**src/rtl/hazard_stall_unit.sv**
```systemverilog
// hazard_stall_unit: load-use, branch-flush and shared-bus stall control for PC, IF/ID and ID/EX
module hazard_stall_unit #(
  parameter int MEM_WAIT = 1
) (
  input  logic        clk,
  input  logic        rst,
  input  logic [2:0]  Rx_a_IFID,
  input  logic [2:0]  Ry_a_IFID,
  input  logic        readRx_a_IFID,
  input  logic        readRy_a_IFID,
  input  logic        readSpecReg_a_IFID,
  input  logic        memRead_a_IDEX,
  input  logic [2:0]  registerToWriteId_a_IDEX,
  input  logic        writeSpecReg_a_IDEX,
  input  logic        memAccess_a_EXMEM,
  input  logic        branchTaken_a_EX,
  output logic        pcWrite,
  output logic        ifidWrite,
  output logic        ifidFlush,
  output logic        idexBubble,
  output logic        holdPipe,
  output logic [15:0] stallCycles,
  output logic [7:0]  flushCount
);
  typedef enum logic {RUN, MEM_STALL} state_t;
  localparam logic [3:0] CNT_INIT = 4'(MEM_WAIT > 1 ? MEM_WAIT - 2 : 0);
  state_t state, state_n;
  logic [3:0] cnt, cnt_n;
  logic hz, go, freeze, fin, br;
  assign hz = memRead_a_IDEX & (
      (readRx_a_IFID & !writeSpecReg_a_IDEX & (Rx_a_IFID == registerToWriteId_a_IDEX)) |
      (readRy_a_IFID & !writeSpecReg_a_IDEX & (Ry_a_IFID == registerToWriteId_a_IDEX)) |
      (readSpecReg_a_IFID & writeSpecReg_a_IDEX));
  assign go = memAccess_a_EXMEM & (MEM_WAIT > 1);
  assign br = branchTaken_a_EX;
  always_ff @(posedge clk) begin
    if (rst) begin
      state       <= RUN;
      cnt         <= 4'd0;
      stallCycles <= 16'd0;
      flushCount  <= 8'd0;
    end else begin
      state       <= state_n;
      cnt         <= cnt_n;
      stallCycles <= stallCycles + 16'(!pcWrite);
      flushCount  <= flushCount + 8'(br & !holdPipe);
    end
  end
  always_comb begin
    state_n = (state == RUN) ? (go ? MEM_STALL : RUN) : (cnt != 4'd0 ? MEM_STALL : RUN);
    cnt_n   = (state == RUN) ? (go ? CNT_INIT : cnt) : (cnt != 4'd0 ? cnt - 4'd1 : cnt);
  end
  // The final bus cycle suppresses fetch unless a branch or load-use overrides it
  always_comb begin
    freeze     = (state == RUN) ? go : (cnt != 4'd0);
    fin        = (state == RUN) ? (memAccess_a_EXMEM & (MEM_WAIT == 1)) : (cnt == 4'd0);
    pcWrite    = !rst & !freeze & (br | (!fin & !hz));
    ifidWrite  = rst | (!freeze & (br | !hz));
    ifidFlush  = rst | (!freeze & (br | (fin & !hz)));
    idexBubble = rst | (!freeze & (br | hz));
    holdPipe   = !rst & freeze;
  end
endmodule

```
**config.mk**
```make
export PLATFORM = sky130hd
export DESIGN_NAME = hazard_stall_unit
export DESIGN_NICKNAME = d
export VERILOG_FILES = /design/src/rtl/hazard_stall_unit.sv
export SDC_FILE = /design/constraint.sdc
export NUM_CORES = 1
export LEC_CHECK = 0
export CAP_MARGIN = 5
export CORE_ASPECT_RATIO = 1.25
export CORE_MARGIN = 2
export CORE_UTILIZATION = 30
export DETAILED_ROUTE_END_ITERATION = 16
export PLACE_DENSITY = 0.61
export RECOVER_POWER = 50
export SLEW_MARGIN = 20
export SYNTH_ARGS = -nofsm -noshare
export SYNTH_HDL_FRONTEND = slang
export SYNTH_SLANG_ARGS = --single-unit
```
**constraint.sdc**
```tcl
create_clock -name clk -period 3.1 [get_ports clk]
set_input_delay 0.775 -clock clk [delete_from_list [all_inputs] [get_ports clk]]
set_output_delay 0.775 -clock clk [all_outputs]
set_load 0.01 [all_outputs]
```
==> run summary <==
status: finished clean
clock-pin slew on the worst setup and hold paths: 0.06 ns
Post-synth EDFFs: 0
GRT Total Usage: 0.125
Die Y: 80.6 um
CP peak stage delay: 0.50 ns
Core Box Area: 4460 um2
CP Launch Point: readRy_a_IFID
final hold vios: 0
antenna violations before repair: 0
GRT Residual Overflow: 0
Initial Util: 0.316
Yosys cell types: 32
XOR/XNOR Fraction of Synth Area: 0.156
reg2reg path depth: 11
Final Cell Area: 2130 um2
switching power share of the total: 0.226
Flop pwr share: 0.488
share of the synthesized area in the top cell type: 0.412
Mapped Cells: 159
Detailed Route Iter0 Violations: 35
Worst Setup EP: ifidFlush
vias in the first global route: 1,220
DRC: 0
Clock Tree Buf Depth: 2
switching pwr: 0.179 mW
CTS Root Cell: clkbuf_8
CTS tree: built
total power draw: 0.792 mW
asr flop ratio synth: 0
synth warn: 0
via count: 1,291
die footprint: 5260 um2
Worst R2R End: stallCycles[10]$_SDFF_PP0_
Syn Area/Cell: 8.85 um2
setup_tns: 0 ns
Syn Std Cell Area: 1410 um2
Setup Crit Path Kind: primary input to output pin
Pins Over Slew Limit: 0
Hold WC Path Type: flop to flop
WL/cell: 10.9 um
area leader, netlist: dfxtp_1
total CTS buffers: 5
Arr. time, crit path: 2.24 ns
chip width: 65.3 um
Synth Area in Adders: 0.0444
row count: 27
post-synthesis mux area share: 0.00800
largest family of logic cells by synthesized area: simple AND/OR/NAND/NOR gates
clock latency on the worst-skew pair: 0.28 ns
PortBufs: 46
Layout Area Growth over Synthesis: 51.2%
num ports: 47
#FFs+latches synth: 29
most common cell in the netlist: dfxtp_1
hold slack: 0.513 ns
Synth area leaders: dfxtp_1 (41%), xor2_1 (10%), nor2_1 (6.9%)
Final Non-Filler Cells: 278
complex-gate fraction of the synthesized area: 0.0684
Max H-tree Level: 2
Seq/Total Area, Yosys: 0.412
detail-routed via count per cell: 4.64
simple-gate portion of the synthesized area: 0.287
Logic pwr share: 0.120
Tightest Pin Transition: 0.484 ns
CP startpoint kind: primary input
Data required, critical path: 2.32 ns
# nets final: 243
drt first pass iters: 2
fin crit period: 3.02 ns
worst vdd ir: 0.154 mV
Post-DP HPWL: 2.29 mm
critical path cell sequence: clkdlybuf4s50_1 > nand2b_4 > o41a_1 > a21oi_2 > buf_4 > o21bai_1 > buf_2
Worst path slowest cell: clkdlybuf4s50_1
clock share of power: 0.392
P_int: 0.613 mW
leak pwr: 0.905 nW
Max FO, Critical Path: 3
Antenna diodes: 0
fin crit share: 0.974
CTS Sinks: 29
WL final: 3.02 mm
Worst Skew: 0.00242 ns
GPL Wtd Cong: 0.734
dpl cell area: 2000 um2
Final setup viols: 0
Post-DRT Antenna Nets: 0
Fmax achieved: 0.331 GHz
first-pass GRT wire length: 5.08 mm
RR Startpoint: cnt[0]$_SDFFE_PP0P_
flop2flop setup slack: 0.48 ns
Synth Flop Type: dfxtp_1
Post-Place Cells: 269
Slew Limit Headroom: 0.677
syn nets: 182
max cap viols: 0
share of layout cells above drive strength 1: 0.150
Commonest cells post-synth: dfxtp_1 (29), nor2_1 (26), xor2_1 (16)
largest net degree at the start of global routing: 21
Worst Setup End Kind: output pin
pwr dens: 372 nW/um2
==> critical path, delay by kind of cell <==
family          cells  cell delay (ns)
simple gates        1             0.06
compound gates      3             0.62
buf+inv             3             0.79
==> stage by stage <==
| step | setup WS, ns | utilization |
|---|---|---|
| after global placement | -0.373 | 0.448 |
| after detailed placement | -0.407 | 0.448 |
| after CTS | 0.00541 | 0.472 |
| after global routing | -0.0211 | 0.477 |
| after floorplan | 0.136 | - |
| final | 0.0800 | 0.477 |
==> per-layer routing <==
layer,GRT usage,share of wire,vias to the layer above
met3,0.0406,0.056,8
met4,0.0688,0.026,0
met5,0,0,-
li1,-,-,667
met1,0.140,0.45,576
met2,0.207,0.47,40
==> kinds of logic after synthesis <==
group | count (synthesis)
flops | 29
mux | 1
compound gates | 14
buf+inv | 7
fa+ha+maj | 5
simple gates | 78
xor+xnor | 25
==> layout make-up <==
cell class                 count  area (um2)
fill                         469        2330
timing repair buffer          59         554
tap                           58        72.6
sequential                    29         581
clock buffer                   7        86.3
inverter                       2        7.51
multi-input combinational    123         827
==> power groups by stage <==
stage          Combinational (mW)  Clock (mW)  Sequential [mW]
2_1_floorplan              0.0366           0            0.397
3_5_place_dp               0.0980           0            0.395
5_1_grt                     0.105       0.337            0.387
3_3_place_gp               0.0981           0            0.395
4_1_cts                    0.0997       0.324            0.387
6_report                   0.0953       0.310            0.386
==> cell usage in the layout (no fill, tap or decap), types with 3 or more instances in the layout <==
master            n
and3_1            4
buf_4            12
clkbuf_8          6
clkdlybuf4s50_1  15
dfxtp_1          29
dlygate4sd3_1    21
dlymetal6s2s_1    5
ha_1              4
nand2_1           6
nand3_1          12
nand4_1           5
nor2_1           26
nor2b_1           7
nor3_1            3
xnor2_1           9
xor2_1           16
==> worst min path at each step <==
stage / cells past startpoint / slack (ns) / startpoint / endpoint
after floorplan: 2 / 0.48 / cnt[3]$_SDFFE_PP0P_ / cnt[3]$_SDFFE_PP0P_
after global placement: 2 / 0.49 / cnt[3]$_SDFFE_PP0P_ / cnt[3]$_SDFFE_PP0P_
final: 2 / 0.51 / flushCount[7]$_SDFF_PP0_ / flushCount[7]$_SDFF_PP0_
after global routing: 2 / 0.55 / cnt[1]$_SDFFE_PP0P_ / cnt[1]$_SDFFE_PP0P_
after detailed placement: 2 / 0.50 / stallCycles[13]$_SDFF_PP0_ / stallCycles[13]$_SDFF_PP0_
after CTS: 2 / 0.51 / stallCycles[13]$_SDFF_PP0_ / stallCycles[13]$_SDFF_PP0_
==> registers in the layout (all words and copies together) (netlist names) <==
signal,cells
state,1
cnt,4
stallCycles,16
flushCount,8
==> what timing repair did <==
action | in CTS | in global routing
buffers inserted | 2 | 0
pin swaps | 2 | 3
gates resized for setup | 16 | 8
endpoints found under the setup margin | 7 | 8
hold buffers | 0 | 0
Power figures use the tool's default switching activity.
